===== src/rtl/warp_issue_arbiter_pkg.sv =====
// Shared types, default widths and the round-robin pick helper for the
// warp issue arbiter.
package warp_arb_pkg;

  localparam int DEF_NUM_REQ = 4;
  localparam int DEF_AW      = 32;
  localparam int DEF_DW      = 32;
  localparam int DEF_CNT_W   = 32;
  localparam int MAX_REQ     = 8;

  // Output register payload. Sized at the default widths, which are also the
  // largest AW/DW the arbiter supports.
  typedef struct packed {
    logic [DEF_AW-1:0]   addr;
    logic                is_write;
    logic [DEF_DW-1:0]   wdata;
    logic [DEF_DW/8-1:0] wstrb;
  } issue_req_t;

  typedef struct packed {
    logic       found;
    logic [2:0] idx;
  } rr_pick_t;

  // First set bit of valid at or after ptr, wrapping modulo n.
  // Scans from the far end so the nearest hit is the one that sticks.
  function automatic rr_pick_t rr_pick(input logic [MAX_REQ-1:0] valid,
                                       input logic [2:0] ptr,
                                       input int n);
    rr_pick_t   p;
    logic [3:0] j;
    p = '0;
    for (int k = MAX_REQ - 1; k >= 0; k--) begin
      if (k < n) begin
        j = {1'b0, ptr} + 4'(k);
        if (j >= 4'(n)) j = j - 4'(n);
        if (valid[j[2:0]]) begin
          p.found = 1'b1;
          p.idx   = j[2:0];
        end
      end
    end
    return p;
  endfunction

endpackage


===== src/rtl/warp_issue_arbiter_if.sv =====
// Issue bus between the warp schedulers and the arbiter, plus the single
// downstream issue port toward the AXI bridge.
// master: scheduler / bridge side.  slave: the arbiter.
interface warp_issue_if import warp_arb_pkg::*; #(
  parameter int NUM_REQ = DEF_NUM_REQ,
  parameter int AW      = DEF_AW,
  parameter int DW      = DEF_DW
) ();
  localparam int SRC_W = (NUM_REQ > 1) ? $clog2(NUM_REQ) : 1;

  logic [NUM_REQ-1:0]          req_valid;
  logic [NUM_REQ*AW-1:0]       req_addr;
  logic [NUM_REQ-1:0]          req_is_write;
  logic [NUM_REQ*DW-1:0]       req_wdata;
  logic [NUM_REQ*(DW/8)-1:0]   req_wstrb;
  logic [NUM_REQ-1:0]          req_ready;

  logic                        out_valid;
  logic [AW-1:0]               out_addr;
  logic                        out_is_write;
  logic [DW-1:0]               out_wdata;
  logic [DW/8-1:0]             out_wstrb;
  logic [SRC_W-1:0]            out_src;
  logic                        out_ready;

  modport master (
    output req_valid, req_addr, req_is_write, req_wdata, req_wstrb, out_ready,
    input  req_ready, out_valid, out_addr, out_is_write, out_wdata, out_wstrb, out_src
  );

  modport slave (
    input  req_valid, req_addr, req_is_write, req_wdata, req_wstrb, out_ready,
    output req_ready, out_valid, out_addr, out_is_write, out_wdata, out_wstrb, out_src
  );

endinterface


===== src/rtl/warp_issue_arbiter_rr_arbiter.sv =====
// Round-robin grant logic and its pointer register. The grant depends only
// on req_valid, rr_ptr and can_load, never on request payload.
module rr_arbiter import warp_arb_pkg::*; #(
  parameter int NUM_REQ = DEF_NUM_REQ,
  parameter int SRC_W   = (NUM_REQ > 1) ? $clog2(NUM_REQ) : 1
) (
  input  logic               clk,
  input  logic               rst,
  input  logic [NUM_REQ-1:0] req_valid,
  input  logic               can_load,
  output logic [NUM_REQ-1:0] req_ready,
  output logic [SRC_W-1:0]   grant,
  output logic               accept
);

  logic [2:0] rr_ptr;
  rr_pick_t   pick;

  // Pick the winner and raise its ready only when the output slot can take it.
  always_comb begin
    pick      = rr_pick(MAX_REQ'(req_valid), rr_ptr, NUM_REQ);
    grant     = pick.idx[SRC_W-1:0];
    accept    = pick.found && can_load && !rst;
    req_ready = '0;
    for (int i = 0; i < NUM_REQ; i++)
      req_ready[i] = accept && (pick.idx == 3'(i));
  end

  // Advance the pointer past the winner on every accept.
  always_ff @(posedge clk or posedge rst) begin
    if (rst)
      rr_ptr <= '0;
    else if (accept)
      rr_ptr <= (pick.idx == 3'(NUM_REQ - 1)) ? 3'd0 : pick.idx + 3'd1;
  end

endmodule


===== src/rtl/warp_issue_arbiter.sv =====
// Shares one memory issue port among NUM_REQ warp schedulers: round-robin
// grant, one-entry registered output slot, per-requester accept counters.
// Optional starvation monitor built when WARP_ARB_STARVE_EN is defined.
// AW and DW must not exceed the package defaults.
module warp_issue_arbiter import warp_arb_pkg::*; #(
  parameter int NUM_REQ = DEF_NUM_REQ,
  parameter int AW      = DEF_AW,
  parameter int DW      = DEF_DW,
  parameter int CNT_W   = DEF_CNT_W
) (
  input  logic                     clk,
  input  logic                     rst,
  warp_issue_if.slave              bus,
  input  logic                     clr_counts,
  output logic [NUM_REQ*CNT_W-1:0] accept_count
`ifdef WARP_ARB_STARVE_EN
  ,
  output logic [NUM_REQ-1:0]       starve_flag
`endif
);

  localparam int SRC_W = (NUM_REQ > 1) ? $clog2(NUM_REQ) : 1;
  localparam int SW    = DW / 8;

  logic             can_load;
  logic             accept;
  logic [SRC_W-1:0] grant;
  issue_req_t       slot_d, slot_q;
  logic             out_valid_q;
  logic [SRC_W-1:0] src_q;
  logic [CNT_W-1:0] cnt_q [NUM_REQ];

  assign can_load = !out_valid_q || bus.out_ready;

  rr_arbiter #(.NUM_REQ(NUM_REQ), .SRC_W(SRC_W)) u_rr (
    .clk       (clk),
    .rst       (rst),
    .req_valid (bus.req_valid),
    .can_load  (can_load),
    .req_ready (bus.req_ready),
    .grant     (grant),
    .accept    (accept)
  );

  // Select the granted requester's payload for the output slot.
  always_comb begin
    slot_d = '0;
    for (int i = 0; i < NUM_REQ; i++) begin
      if (grant == SRC_W'(i)) begin
        slot_d.addr     = DEF_AW'(bus.req_addr[i*AW +: AW]);
        slot_d.is_write = bus.req_is_write[i];
        slot_d.wdata    = DEF_DW'(bus.req_wdata[i*DW +: DW]);
        slot_d.wstrb    = (DEF_DW/8)'(bus.req_wstrb[i*SW +: SW]);
      end
    end
  end

  // Output slot: load on accept (also covers drain+load), else drain.
  always_ff @(posedge clk or posedge rst) begin
    if (rst) begin
      out_valid_q <= 1'b0;
      slot_q      <= '0;
      src_q       <= '0;
    end else if (accept) begin
      out_valid_q <= 1'b1;
      slot_q      <= slot_d;
      src_q       <= grant;
    end else if (bus.out_ready) begin
      out_valid_q <= 1'b0;
    end
  end

  assign bus.out_valid    = out_valid_q;
  assign bus.out_addr     = slot_q.addr[AW-1:0];
  assign bus.out_is_write = slot_q.is_write;
  assign bus.out_wdata    = slot_q.wdata[DW-1:0];
  assign bus.out_wstrb    = slot_q.wstrb[SW-1:0];
  assign bus.out_src      = src_q;

  // Accept counters; a clear in the same cycle as an accept wins.
  always_ff @(posedge clk or posedge rst) begin
    if (rst) begin
      for (int i = 0; i < NUM_REQ; i++) cnt_q[i] <= '0;
    end else if (clr_counts) begin
      for (int i = 0; i < NUM_REQ; i++) cnt_q[i] <= '0;
    end else if (accept) begin
      for (int i = 0; i < NUM_REQ; i++)
        if (grant == SRC_W'(i)) cnt_q[i] <= cnt_q[i] + 1'b1;
    end
  end

  for (genvar gi = 0; gi < NUM_REQ; gi++) begin : g_cnt_out
    assign accept_count[gi*CNT_W +: CNT_W] = cnt_q[gi];
  end

`ifdef WARP_ARB_STARVE_EN
  logic [7:0]         wait_q [NUM_REQ];
  logic [NUM_REQ-1:0] starve_q;

  // Wait counters saturate at 255 so a long stall cannot wrap back under the mark.
  always_ff @(posedge clk or posedge rst) begin
    if (rst) begin
      for (int i = 0; i < NUM_REQ; i++) wait_q[i] <= '0;
      starve_q <= '0;
    end else begin
      for (int i = 0; i < NUM_REQ; i++) begin
        if (!bus.req_valid[i] || bus.req_ready[i])
          wait_q[i] <= '0;
        else if (wait_q[i] != 8'hFF)
          wait_q[i] <= wait_q[i] + 8'd1;
      end
      if (clr_counts)
        starve_q <= '0;
      else
        for (int i = 0; i < NUM_REQ; i++)
          if (wait_q[i] == 8'hFF) starve_q[i] <= 1'b1;
    end
  end

  assign starve_flag = starve_q;
`endif

endmodule


===== src/flat_wrapper.sv =====
// flat-port wrapper written by rule: the top's interface ports become plain ports
module warp_issue_arbiter_flat import warp_arb_pkg::*;
#(
  parameter int NUM_REQ = DEF_NUM_REQ,
  parameter int AW      = DEF_AW,
  parameter int DW      = DEF_DW,
  parameter int CNT_W   = DEF_CNT_W
)
  (clk, rst, clr_counts, accept_count, bus_req_valid, bus_req_addr, bus_req_is_write, bus_req_wdata, bus_req_wstrb, bus_out_ready, bus_req_ready, bus_out_valid, bus_out_addr, bus_out_is_write, bus_out_wdata, bus_out_wstrb, bus_out_src);
  warp_issue_if #(.NUM_REQ(NUM_REQ), .AW(AW), .DW(DW)) bus_i ();
  input  logic clk;
  input  logic rst;
  input  logic clr_counts;
  output logic [NUM_REQ*CNT_W-1:0] accept_count;
  input wire logic [$bits(bus_i.req_valid)-1:0] bus_req_valid;
  input wire logic [$bits(bus_i.req_addr)-1:0] bus_req_addr;
  input wire logic [$bits(bus_i.req_is_write)-1:0] bus_req_is_write;
  input wire logic [$bits(bus_i.req_wdata)-1:0] bus_req_wdata;
  input wire logic [$bits(bus_i.req_wstrb)-1:0] bus_req_wstrb;
  input wire logic [$bits(bus_i.out_ready)-1:0] bus_out_ready;
  output wire logic [$bits(bus_i.req_ready)-1:0] bus_req_ready;
  output wire logic [$bits(bus_i.out_valid)-1:0] bus_out_valid;
  output wire logic [$bits(bus_i.out_addr)-1:0] bus_out_addr;
  output wire logic [$bits(bus_i.out_is_write)-1:0] bus_out_is_write;
  output wire logic [$bits(bus_i.out_wdata)-1:0] bus_out_wdata;
  output wire logic [$bits(bus_i.out_wstrb)-1:0] bus_out_wstrb;
  output wire logic [$bits(bus_i.out_src)-1:0] bus_out_src;
  assign bus_i.req_valid = bus_req_valid;
  assign bus_i.req_addr = bus_req_addr;
  assign bus_i.req_is_write = bus_req_is_write;
  assign bus_i.req_wdata = bus_req_wdata;
  assign bus_i.req_wstrb = bus_req_wstrb;
  assign bus_i.out_ready = bus_out_ready;
  assign bus_req_ready = bus_i.req_ready;
  assign bus_out_valid = bus_i.out_valid;
  assign bus_out_addr = bus_i.out_addr;
  assign bus_out_is_write = bus_i.out_is_write;
  assign bus_out_wdata = bus_i.out_wdata;
  assign bus_out_wstrb = bus_i.out_wstrb;
  assign bus_out_src = bus_i.out_src;
  warp_issue_arbiter #(.NUM_REQ(NUM_REQ), .AW(AW), .DW(DW), .CNT_W(CNT_W)) u_core (.clk(clk), .rst(rst), .bus(bus_i), .clr_counts(clr_counts), .accept_count(accept_count));
endmodule

===== config.mk =====
export PLATFORM = sky130hd
export DESIGN_NAME = warp_issue_arbiter_flat
export DESIGN_NICKNAME = d
export VERILOG_FILES = /design/src/rtl/warp_issue_arbiter_pkg.sv /design/src/rtl/warp_issue_arbiter_if.sv /design/src/rtl/warp_issue_arbiter_rr_arbiter.sv /design/src/rtl/warp_issue_arbiter.sv /design/src/flat_wrapper.sv
export SDC_FILE = /design/constraint.sdc
export NUM_CORES = 1
export LEC_CHECK = 0
export CORE_AREA = 2 2 191 193
export CTS_CLUSTER_SIZE = 25
export DETAILED_ROUTE_END_ITERATION = 7
export DIE_AREA = 0 0 193 195
export GPL_ROUTABILITY_DRIVEN = 0
export GPL_TIMING_DRIVEN = 1
export PLACE_DENSITY = 0.67
export SLEW_MARGIN = 20
export SYNTH_ARGS = -nofsm -noshare
export SYNTH_HDL_FRONTEND = slang
export SYNTH_SLANG_ARGS = --single-unit
export TNS_END_PERCENT = 1

===== constraint.sdc =====
create_clock -name clk -period 11.2 [get_ports clk]
set_input_delay 1.68 -clock clk [delete_from_list [all_inputs] [get_ports clk]]
set_output_delay 1.68 -clock clk [all_outputs]
set_load 0.1 [all_outputs]

Word level (Yosys, flattened, before mapping)
Index checks and enable logic that the tools add are counted.

word-level totals
  register bits = 203
  bits of input ports = 284
  output and inout port bits = 204
  word-level logic and storage cells = 87

operators by class
  add/subtract/negate cells = 12
  order comparisons = 8
  eq/ne operators = 6
  muxes and demuxes = 29
  reduce and logical (&&, ||, !) cells = 21

operators by type and width
  cell                                                                                 number
  69-bit two-way mux                                                                   4
  128-bit two-way mux                                                                  2
  32-bit by 1-bit adder with 32-bit output, second input constant                      4
  32-bit two-way mux                                                                   4
  3-bit by 4-bit less-than comparator with 1-bit output, second input constant         4
  4-bit two-way mux                                                                    4
  3-bit two-way mux                                                                    5
  1-bit binary-select mux with 3-bit select                                            4
  4-bit by 3-bit greater-or-equal comparator with 1-bit output, second input constant  3
  2-bit nonzero test                                                                   6
  3-bit subtractor, second input constant                                              4
  3-bit by 2-bit adder with 4-bit output, second input constant                        2
  2-bit AND reduction                                                                  4
  3-bit by 2-bit equality test with 1-bit output, second input constant                2
  1-bit logical AND                                                                    6
  1-bit two-way mux                                                                    6
  3-bit by 1-bit adder with 4-bit output, second input constant                        1
  2-bit equality test, second input constant                                           2
  3-bit by 1-bit adder with 3-bit output, second input constant                        1
  3-bit by 1-bit equality test with 1-bit output, second input constant                1
  3-bit greater-or-equal comparator, second input constant                             1
  3-bit zero test                                                                      1
  2-bit by 1-bit equality test with 1-bit output, second input constant                1
  1-bit zero test                                                                      2
  other kinds (2)                                                                      2

Depth between registers and ports, before layout
Gate-level depths: netlist of the first run.

  depth after elaboration = 14
  mapped depth = 19
  depth with buffers taken out = 13

Cells and area by module
A second synthesis of the first run with hierarchy kept.

unflattened totals
  cells, all modules = 1,025
  area total of the unflattened synthesis = 11,659.9 um^2

modules (own cells, without submodules)
  module              instances  cells an instance  area an instance (um^2)  seq. area each (um^2)
  warp_issue_arbiter  1          967                11,116.9                 5,004.8
  rr_arbiter          1          58                 543.0                    75.1

Least setup slack after synthesis of the first run
No wires, ideal clock.

  path kind = input to output
  from = in rst
  to = out bus_req_ready[1]
  arrival time = 8.267 ns
  data required time = 9.520 ns
  setup slack = 1.253 ns
  cell stages on the path = 5
  path buffers = 2
  cells stage by stage = inv_1 nand3_1 clkbuf_1 clkbuf_1 nor2_1

between the ends
  longest elaborated chain between the ends = 3

ends and longest elaborated chain
  element                    RTL line                             source
  start: declaration         flat_wrapper.sv:12                   input logic rst;
  1-bit zero test (no line)  --
  1-bit logical AND          warp_issue_arbiter_rr_arbiter.sv:23  accept = pick.found && can_load && !rst;
  1-bit logical AND          warp_issue_arbiter_rr_arbiter.sv:26  req_ready[i] = accept && (pick.idx == 3'(i));
  end: declaration           flat_wrapper.sv:21                   output wire logic [$bits(bus_i.req_ready)-1:0] bus_req_ready;

No other way between the ends.

Worst setup path in the final report of the first run
  from = in bus_req_valid[2]
  to = out bus_req_ready[2]

between the ends
  longest elaborated chain between the ends = 9
  elaborated cells on any way between the ends = 16
  those cells by class = 1 x eq/ne; 12 x mux; 3 x reduce/logical

ends and longest elaborated chain
  element                                                                                 RTL line                             source
  start: declaration                                                                      flat_wrapper.sv:15                   input wire logic [$bits(bus_i.req_valid)-1:0] bus_req_valid;
  1-bit binary-select mux with 3-bit select                                               warp_issue_arbiter_pkg.sv:37         if (valid[j[2:0]]) begin
  1-bit two-way mux (not written as such)                                                 warp_issue_arbiter_pkg.sv:37
  4-bit two-way mux (3 in a row)                                                          warp_issue_arbiter_pkg.sv:37
  4-bit two-way mux (*)                                                                   warp_issue_arbiter_pkg.sv:37
  branches (longest 2 deep; another with 3-bit by 2-bit equality test with 1-bit output)  --
  1-bit logical AND (*)                                                                   warp_issue_arbiter_rr_arbiter.sv:26

Every way passes the cells marked *. The select of a mux whose other input is x is not followed.

==> flow_summary.toml, run 1 <==
[run_status]
run_status = "finished, final reports clean"

[layout]
fin_area_um2 = 18300
finish.net_count = 2123
layout-drive-gt1-share = 0.0568
area_delta_synth_final_pct = 46.2

[sta]
finalSetupTns_ns = 0
crit_path_time_final_ns = 7.86
rsz0062_at_grt = "false"
finClkSkew_ns = 0.0261
max_freq_mhz = 127
worst_hold_slack_ns = 0.495
worst_pin_slew_ns = 1.12
final_hold_viol_count = 0
setup-violations-final = 0
slew_viol_final = 0
finalCritPeriodShare = 0.702
relSlewSlack = 0.248

[worst_setup_path]
arrival_ns = 6.18
critical_path_most_common_cell = "clkdlybuf4s50_1"
timing_worst_setup_path_type = "in2out"
worst-r2r-cell-count = 15
cpPeakStageDelay_ns = 1.24
regToRegSetupSlack_ns = 5.73
critical_path_peak_fanout = 52
worstSetupEndpointType = "output port"
cp_slowest_cell = "clkdlybuf4s50_1"
cp_data_required_time_ns = 9.52
timing.critical_path.from_type = "primary input"
timing.critical_path.cells = "clkdlybuf4s50_1 -> mux4_2 -> o21ai_1 -> o21bai_1 -> a21oi_1 -> ha_4 -> nand2_1 -> nor2_1 -> clkdlybuf4s50_1"

[detailed_routing]
wl_mm = 50.7
detailroute.via_count = 13700
via_density = 5.92
detail-route-antenna-nets = 0
drc = 0
route.detailed.wl_per_inst_um = 21.9
initialDrtViolationCount = 1055
drtPass1Iterations = 5

[global_routing]
antenna_violations_before_repair = 2
wire_length_of_the_first_global_routing_pass_mm = 76.8
first_global_vias = 12900
grt_use_total = 0.260
grt_max_degree = 119
overflow = 0

[power]
p_sw_frac = 0.541
cell_internal_pwr_mw = 2.20
switchingPower_mw = 2.60
seq_power_share = 0.197
static_leak_nw = 6.65
pd_cells_nw_per_um2 = 262
power.share.clock = 0.168
ir_drop_uv = 223
pwr-share-comb = 0.635

[synth]
synth_seq_area_share = 0.405
synth_top_cell_area_share = 0.405
synth_largest_area_cell = "dfrtp_1"
synth.area.top_cells = "dfrtp_1, a21oi_1, o21ai_0, o31ai_1, or4_1"
synth.ff_latch_count = 203
synth_edf_count = 0
summed_instance_area_of_the_synthesized_netlist_um2 = 12600
postSynthCellCount = 1444
synth_flop_cell = "dfrtp_1"
ys_async_sr_fraction = 1.00
postSynthNetCount = 1738
synth_warnings = 0
synth.distinct_cells = 52
synth.avg_cell_area_um2 = 8.69

[clock_tree]
clk_pin_slew_ns = 0.06
clockRootBuffer = "clkbuf_16"
post-cts-setup-buffers = 0
cts-buffers-inserted = 26
cts_hold_buf = 0
clock_path_buffers = 3
tritoncts = "built"
post_cts.resized_instances = 0
cts_sinks = 203
htree_num_levels = 1
worst_skew_pair.late_latency_ns = 0.54

[placed_design]
port_buffers = 487
place_area_um2 = 17500
hpwl_mm = 36.0

[floorplanning]
initial_utilization = 0.355
number_of_cell_rows = 69
core_region_area_um2 = 35400
ios = 488
fp.dieArea_um2 = 37600
floorplan.die.width_um = 193
floorplan.die.height_um = 195

[min_path]
hold_path_class = "reg2reg"
min_delay_path_depth = 1

[job]
max_capacitance_violation_total = 0
## synth_stat cells (2+ instances only)
library cell and instances:
o21ba_2 4, o22ai_1 2, buf_6 11, dfrtp_1 203, nor4_1 22, nor4b_1 2
nand4_1 45, or4_1 87, and4_1 14, clkbuf_1 107, mux2i_1 6, buf_1 7
o31a_1 3, buf_4 7, nand3_1 53, inv_1 17, mux2_1 3, nand2_1 42
o211ai_1 2, nor2_1 44, and2_1 11, or3_1 8, nor3_1 78, a211oi_1 3
mux2_2 25, and3_1 17, a31o_2 2, a21oi_1 165, a221oi_1 68, o31ai_1 88
buf_2 12, o21ai_1 10, nor2b_1 97, or2_2 2, nand3b_1 2, o21ai_0 139
ha_1 10, nand4b_1 3, nand2b_1 10
## per-layer routing
metal	share of wire	global-route usage
met5	0	0
met3	0.083	0.0676
met2	0.47	0.425
met1	0.41	0.338
met4	0.030	0.0758
## cell families after synthesis
group	after synthesis	synth area share
adders and majority gates	10	0.00997
AOI/OAI and AO/OA	494	0.242
DFF	203	0.405
buffers and inverters	161	0.0580
muxes	35	0.0317
and+or+nand+nor	541	0.254
## stage by stage
| stage | instances | power (mW) | setup WS [ns] | utilization |
|---|---|---|---|---|
| final | 2311 | 4.80 | 3.34 | 0.518 |
| after global routing | 2309 | 5.09 | 3.11 | 0.518 |
| after CTS | 2308 | 4.84 | 3.39 | 0.518 |
| after detailed placement | 2261 | 4.01 | 3.39 | 0.494 |
| after global placement | 2261 | 3.97 | 3.56 | 0.494 |
| after floorplan | 1444 | 3.14 | 1.25 | - |
## placed cells by master (no fill, tap or decap), types with 6 or more instances in the layout
master           netlist  final
and4_1                14     14
nand2b_1              10     10
o31ai_1               88     88
nor2_1                44     44
buf_4                  7     14
dfrtp_1              203    203
or3_1                  8      8
inv_1                 17     16
nor4_1                22     21
a21oi_1              165    165
and3_1                17     17
mux2_2                25     25
mux2i_1                6      6
nor3_1                78     78
nand3_1               53     53
nand2_1               42     40
nor2b_1               97     96
clkbuf_16              0     26
clkdlybuf4s50_1        0    486
o21ai_1               10     10
clkbuf_8               0      6
or4_1                 87     87
a221oi_1              68     68
nand4_1               45     45
clkinv_2               0      8
o21ai_0              139    139
ha_1                  10      7
and2_1                11     11
## path summary, 6_finish.rpt
check	from	end
worst max-delay path	bus_req_valid[2]	bus_req_ready[2]
worst min-delay path	u_core.bus.out_addr[30]	u_core.bus.out_addr[30]
worst max register to register	u_core.u_rr.rr_ptr[0]	u_core.bus.out_addr[27]
worst min register to register	u_core.bus.out_addr[30]	u_core.bus.out_addr[30]
max in group asynchronous	rst	u_core.bus.out_wdata[30]
min in group asynchronous	rst	u_core.accept_count[116]
## state kept, by name, summed over array words and instances, names as in the netlist
register                 count
u_core.bus.out_wdata        32
u_core.bus.out_src           2
u_core.accept_count        128
u_core.bus.out_wstrb         4
u_core.bus.out_valid         1
u_core.u_rr.rr_ptr           3
u_core.bus.out_is_write      1
u_core.bus.out_addr         32
## critical path, delay by kind of cell
family | cells | cell delay [ns]
compound gates | 3 | 0.83
simple gates | 2 | 0.84
buf+inv | 2 | 1.76
mux | 1 | 0.51
fa+ha+maj | 1 | 0.54
## area by class of cell
class,count,area [um2]
repair buffers,501,4980
fillers,3316,17000
multi-input cells,1080,6800
inverters,17,71.3
clock inverters,12,83.8
diodes,2,5.00
flip-flops and latches,203,5080
well taps,461,577
clock buffers,35,744
## power by group through the flow
stage	combinational [mW]	clock (mW)	sequential (mW)
floorplan	1.37	0	1.77
global placement	3.03	0	0.949
detailed placement	3.06	0	0.954
CTS	3.06	0.829	0.946
global route	3.27	0.858	0.963
finish	3.05	0.809	0.946
No activity file was read; power rests on OpenSTA's default activity.
==> run 2, diff against run 1 <==
--- a/config.mk
+++ b/config.mk
@@ -5,13 +5,13 @@
 export SDC_FILE = /design/constraint.sdc
 export NUM_CORES = 1
 export LEC_CHECK = 0
-export CORE_AREA = 2 2 191 193
+export CORE_AREA = 2 2 251 129
 export CTS_CLUSTER_SIZE = 25
 export DETAILED_ROUTE_END_ITERATION = 7
-export DIE_AREA = 0 0 193 195
+export DIE_AREA = 0 0 253 131
 export GPL_ROUTABILITY_DRIVEN = 0
 export GPL_TIMING_DRIVEN = 1
-export PLACE_DENSITY = 0.67
+export PLACE_DENSITY = 0.78
 export SLEW_MARGIN = 20
 export SYNTH_ARGS = -nofsm -noshare
 export SYNTH_HDL_FRONTEND = slang
==> constraint.sdc (replaced) <==
create_clock -name clk -period 6.7 [get_ports clk]
set_input_delay 1.005 -clock clk [delete_from_list [all_inputs] [get_ports clk]]
set_output_delay 1.005 -clock clk [all_outputs]
set_load 0.1 [all_outputs]
==> flow_summary.toml, run 2 (synthesis gave the netlist of run 1 again) <==
[detailed_routing]
wire_length_on_met2_mm = 22.3
via_density = 6.02
topRoutingLayerUsed = "met5"
drc = 0
drtPass1Iterations = 6
route.detailed.wl_per_inst_um = 21.2
detailroute.via_count = 13600
met3RoutedLength_mm = 3.65
drt-met1-wl_mm = 20.7
detail-route-antenna-nets = 0
wl_mm = 47.7
initialDrtViolationCount = 1390

[min_path]
hold_path_class = "reg2reg"
min_delay_path_depth = 1

[power]
pd_cells_nw_per_um2 = 433
ir_drop_uv = 391
static_leak_nw = 6.64

[clock_tree]
cts_hold_buf = 0
clock_path_buffers = 3
cts_sinks = 203
tritoncts = "built"
htree_num_levels = 1
clk_pin_slew_ns = 0.06
clockRootBuffer = "clkbuf_16"
post-cts-setup-buffers = 0
cts-buffers-inserted = 22
worst_skew_pair.late_latency_ns = 0.52
post_cts.resized_instances = 0

[sta]
slew_viol_final = 0
setup-violations-final = 0
final_hold_viol_count = 0
finalCritPeriodShare = 0.851
finClkSkew_ns = 0.0183
relSlewSlack = 0.251
rsz0062_at_grt = "false"
worst_pin_slew_ns = 1.12
finalSetupTns_ns = 0
max_freq_mhz = 175
crit_path_time_final_ns = 5.70
worst_hold_slack_ns = 0.504

[placed_design]
port_buffers = 487
hpwl_mm = 32.9

[floorplanning]
ios = 488
number_of_cell_rows = 46
initial_utilization = 0.404
floorplan.die.width_um = 253
core_region_area_um2 = 31100
floorplan.die.height_um = 131
fp.dieArea_um2 = 33100

[global_routing]
antenna_violations_before_repair = 2
wire_length_of_the_first_global_routing_pass_mm = 71.3
grt_use_total = 0.270
grt_max_degree = 150
overflow = 0
first_global_vias = 12500

[worst_setup_path]
cp_data_required_time_ns = 5.69
cp_slowest_cell = "dfrtp_1"
worst-r2r-cell-count = 14
worstSetupEndpointType = "output port"
cp_num_cells = 10
timing.critical_path.cells = "inv_1 -> ha_1 -> mux4_2 -> o21ai_1 -> o21bai_1 -> a21oi_1 -> ha_4 -> nand2_1 -> nor2_1 -> buf_4"
path_buf_inv = 2
timing.critical_path.from_type = "register"
cpPeakStageDelay_ns = 0.61
timing_worst_setup_path_type = "reg2out"
cpLargestDelayFamily = "adder cells"
critical_path_peak_fanout = 34
arrival_ns = 4.70

[layout]
antenna_cells = 0
finish.net_count = 2121
layout.cells.most_common = "clkdlybuf4s50_1"
layout-drive-gt1-share = 0.0548
area_delta_synth_final_pct = 45.4
fill_cells = 2689
final_cell_mix = "clkdlybuf4s50_1, dfrtp_1, a21oi_1"
largest_register_ff_count = 128

[run_status]
run_status = "finished, final reports clean"

[job]
max_capacitance_violation_total = 0
## run 2: layer usage
metal,vias up,GRT usage
met5,-,0
met2,516,0.434
met3,77,0.0656
met1,6644,0.372
li1,6323,-
met4,2,0.0599
## run 2: worst paths after layout
| path | startpoint | end | slack (ns) |
|---|---|---|---|
| worst max-delay path | u_core.u_rr.rr_ptr[0] | bus_req_ready[2] | 1.0 |
| worst min-delay path | u_core.bus.out_addr[30] | u_core.bus.out_addr[30] | 0.50 |
| worst max register to register | u_core.u_rr.rr_ptr[0] | u_core.bus.out_wdata[28] | 1.62 |
| worst min register to register | u_core.bus.out_addr[30] | u_core.bus.out_addr[30] | 0.50 |
| max in group asynchronous | rst | u_core.bus.out_addr[3] | 4.10 |
| min in group asynchronous | rst | u_core.bus.out_addr[26] | 1.23 |
## run 2: stage by stage
stage          total power, mW   util  cells  area (um2)  worst slack, ns
2_1_floorplan             5.25      -   1444       12600            0.154
3_3_place_gp              6.47  0.562   2210       17500             1.42
3_5_place_dp              6.58  0.562   2210       17500             1.25
4_1_cts                   7.93  0.587   2250       18200             1.01
5_1_grt                   8.38  0.587   2251       18300            0.695
6_report                  7.91  0.587   2251       18300            0.999
## run 2: layout make-up
| type | instances | area (um2) | area share |
|---|---|---|---|
| Sequential cell | 203 | 5080 | 0.278 |
| Clock buffer | 33 | 663 | 0.0363 |
| Clock inverter | 7 | 116 | 0.00638 |
| Tap cell | 408 | 510 | 0.0280 |
| Inverter | 17 | 67.6 | 0.00370 |
| Timing Repair Buffer | 503 | 5030 | 0.275 |
| Multi-Input combinational cell | 1080 | 6790 | 0.372 |
## run 2: where the power goes
group / leakage, nW / switching (mW) / total [mW] / internal [mW]
Combinational: 3.52 / 3.52 / 5.00 / 1.49
Clock: 0.380 / 0.532 / 1.33 / 0.802
Sequential: 2.74 / 0.133 / 1.57 / 1.44
Total: 6.64 / 4.18 / 7.91 / 3.73
==> run 3, diff against run 2 <==
--- a/config.mk
+++ b/config.mk
@@ -5,15 +5,16 @@
 export SDC_FILE = /design/constraint.sdc
 export NUM_CORES = 1
 export LEC_CHECK = 0
-export CORE_AREA = 2 2 251 129
+export CORE_AREA = 2 2 248 128
 export CTS_CLUSTER_SIZE = 25
 export DETAILED_ROUTE_END_ITERATION = 7
-export DIE_AREA = 0 0 253 131
+export DIE_AREA = 0 0 250 130
 export GPL_ROUTABILITY_DRIVEN = 0
 export GPL_TIMING_DRIVEN = 1
-export PLACE_DENSITY = 0.78
+export PLACE_DENSITY = 0.76
 export SLEW_MARGIN = 20
 export SYNTH_ARGS = -nofsm -noshare
 export SYNTH_HDL_FRONTEND = slang
+export SYNTH_HIERARCHICAL = 1
 export SYNTH_SLANG_ARGS = --single-unit
 export TNS_END_PERCENT = 1
==> flow_summary.toml, run 3 <==
[run_status]
run_status = "finished, final reports clean"

[synth]
synth_largest_area_cell = "dfrtp_1"
summed_instance_area_of_the_synthesized_netlist_um2 = 11700
synth_top_cell_area_share = 0.436
synth_flop_cell = "dfrtp_1"
synth_edf_count = 0
synth.ff_latch_count = 203
synth_warnings = 6
postSynthCellCount = 1025
ys_async_sr_fraction = 1.00
synth.distinct_cells = 60
synth_seq_area_share = 0.436
post_synth_most_frequent_cells = "dfrtp_1, mux2_2, mux4_2"
synth.area.top_cells = "dfrtp_1, mux4_2, mux2_2, a21oi_1, o31ai_1"
post-synth-top-count-cell = "dfrtp_1"
synth.avg_cell_area_um2 = 11.4
postSynthNetCount = 1319

[power]
static_leak_nw = 6.64
pd_cells_nw_per_um2 = 421
ir_drop_uv = 312

[global_routing]
grt_max_degree = 89
grt_use_total = 0.250
overflow = 0
wire_length_of_the_first_global_routing_pass_mm = 62.7
first_global_vias = 10300
antenna_violations_before_repair = 6

[layout]
seqCellArea_um2 = 5080
area_delta_synth_final_pct = 52.0
largest_register_ff_count = 128
layout-drive-gt1-share = 0.154
layoutNonFillerInstCount = 1910
multiInputGateArea_um2 = 6250
final_cell_mix = "clkdlybuf4s50_1, dfrtp_1, mux2_2"
finish.net_count = 1777
layout.cells.most_common = "clkdlybuf4s50_1"
fill_cells = 2579

[sta]
final_hold_viol_count = 0
slew_viol_final = 0
crit_path_time_final_ns = 5.37
relSlewSlack = 0.221
finalCritPeriodShare = 0.801
max_freq_mhz = 186
finClkSkew_ns = 0.0184
setup-violations-final = 0
finalSetupTns_ns = 0
worst_pin_slew_ns = 1.16
rsz0062_at_grt = "false"

[floorplanning]
fp.dieArea_um2 = 32500
floorplan.die.height_um = 130
ios = 488
core_region_area_um2 = 30700
floorplan.die.width_um = 250
number_of_cell_rows = 46
initial_utilization = 0.379

[worst_setup_path]
startpoint = "u_core/u_rr/rr_ptr[0]"
regToRegSetupSlack_ns = 1.72
cpLargestDelayFamily = "buffers and inverters"
timing.critical_path.cells = "inv_1 -> ha_1 -> mux4_2 -> o21ai_2 -> and4bb_1 -> nor3b_2 -> or3_1 -> ha_1 -> and2_1 -> clkdlybuf4s50_1"
worstSetupEndpointType = "output port"
timing.critical_path.from_type = "register"
path_buf_inv = 2
worst-r2r-cell-count = 10
worst_r2r_endpoint = "u_core/accept_count[123]"
crit-reg2reg-launch = "u_core/u_rr/rr_ptr[0]"
cp_slowest_cell = "clkdlybuf4s50_1"
cp_data_required_time_ns = 5.69
critical_path_peak_fanout = 11
arrival_ns = 4.36
setup.worst_path.end = "bus_req_ready[0]"
cpPeakStageDelay_ns = 1.21
cp_num_cells = 10
critical_path_most_common_cell = "ha_1"
timing_worst_setup_path_type = "reg2out"

[detailed_routing]
route.detailed.wl_per_inst_um = 22.4
wl_mm = 42.9
drtPass1Iterations = 5
via_density = 5.67
detail-route-antenna-nets = 0
drc = 0
detailroute.via_count = 10800
initialDrtViolationCount = 992

[placed_design]
port_buffers = 487
place.detailed.instances = 1867
hpwl_mm = 32.5

[clock_tree]
cts_sinks = 203
post_cts.resized_instances = 0
clk_pin_slew_ns = 0.06
tritoncts = "built"
clockRootBuffer = "clkbuf_16"
post-cts-setup-buffers = 0
worst_skew_pair.late_latency_ns = 0.53
htree_num_levels = 1
cts_hold_buf = 0
cts-buffers-inserted = 22
clock_path_buffers = 3

[min_path]
hold_path_class = "reg2reg"

[job]
max_capacitance_violation_total = 0
## run 3: cell type report
class / count / share of cell area
clock buffer: 30 / 0.0379
multi-input combinational: 738 / 0.353
tap: 408 / 0.0288
inverter: 22 / 0.00508
antenna: 3 / 0.000424
sequential: 203 / 0.287
timing repair buffer: 496 / 0.278
clock inverter: 10 / 0.0102
## run 3: power breakdown
part           switching, mW  internal, mW  leakage, nW
logic                   2.85          1.56         3.56
registers              0.160          1.47         2.67
clock network          0.527         0.894        0.416
total                   3.54          3.93         6.64
## run 3: per-stage QoR
| step | hold WS (ns) | worst slack [ns] | total power [mW] | utilization | instance area (um2) |
|---|---|---|---|---|---|
| after floorplan | 0.516 | 0.241 | 4.96 | - | 11700 |
| after global placement | 0.490 | 1.49 | 6.02 | 0.548 | 16900 |
| after detailed placement | 0.494 | 1.40 | 6.09 | 0.548 | 16900 |
| after CTS | 0.508 | 1.33 | 7.53 | 0.576 | 17700 |
| after global routing | 0.513 | 1.11 | 7.75 | 0.576 | 17700 |
| final | 0.502 | 1.33 | 7.47 | 0.577 | 17700 |
## run 3: worst min path at each step
stage	slack [ns]	endpoint	cells after the start	from
global placement	0.49	u_core/bus.out_addr[24]	1	u_core/bus.out_addr[24]
global route	0.51	u_core/bus.out_addr[12]	1	u_core/bus.out_addr[12]
CTS	0.51	u_core/bus.out_wdata[6]	1	u_core/bus.out_wdata[6]
finish	0.50	u_core/bus.out_wdata[6]	1	u_core/bus.out_wdata[6]
floorplan	0.52	u_core/u_rr/rr_ptr[2]	1	u_core/u_rr/rr_ptr[2]
detailed placement	0.49	u_core/bus.out_wdata[8]	1	u_core/bus.out_wdata[8]
## run 3: kinds of logic after synthesis
kind of cell | synth area share
multiplexers | 0.230
buffers and inverters | 0.0303
adder cells (fa/ha/maj) | 0.0107
flip-flops | 0.436
AND/OR/NAND/NOR | 0.179
XOR/XNOR | 0.0225
AO/OA/AOI/OAI | 0.0920
## run 3: layer usage
layer  up-vias  global-route usage  part of all wire
li1       4894                   -                 -
met5         -                   0           0.00019
met3        65              0.0582             0.072
met2       438               0.386              0.46
met4         2              0.0708             0.027
met1      5433               0.357              0.44
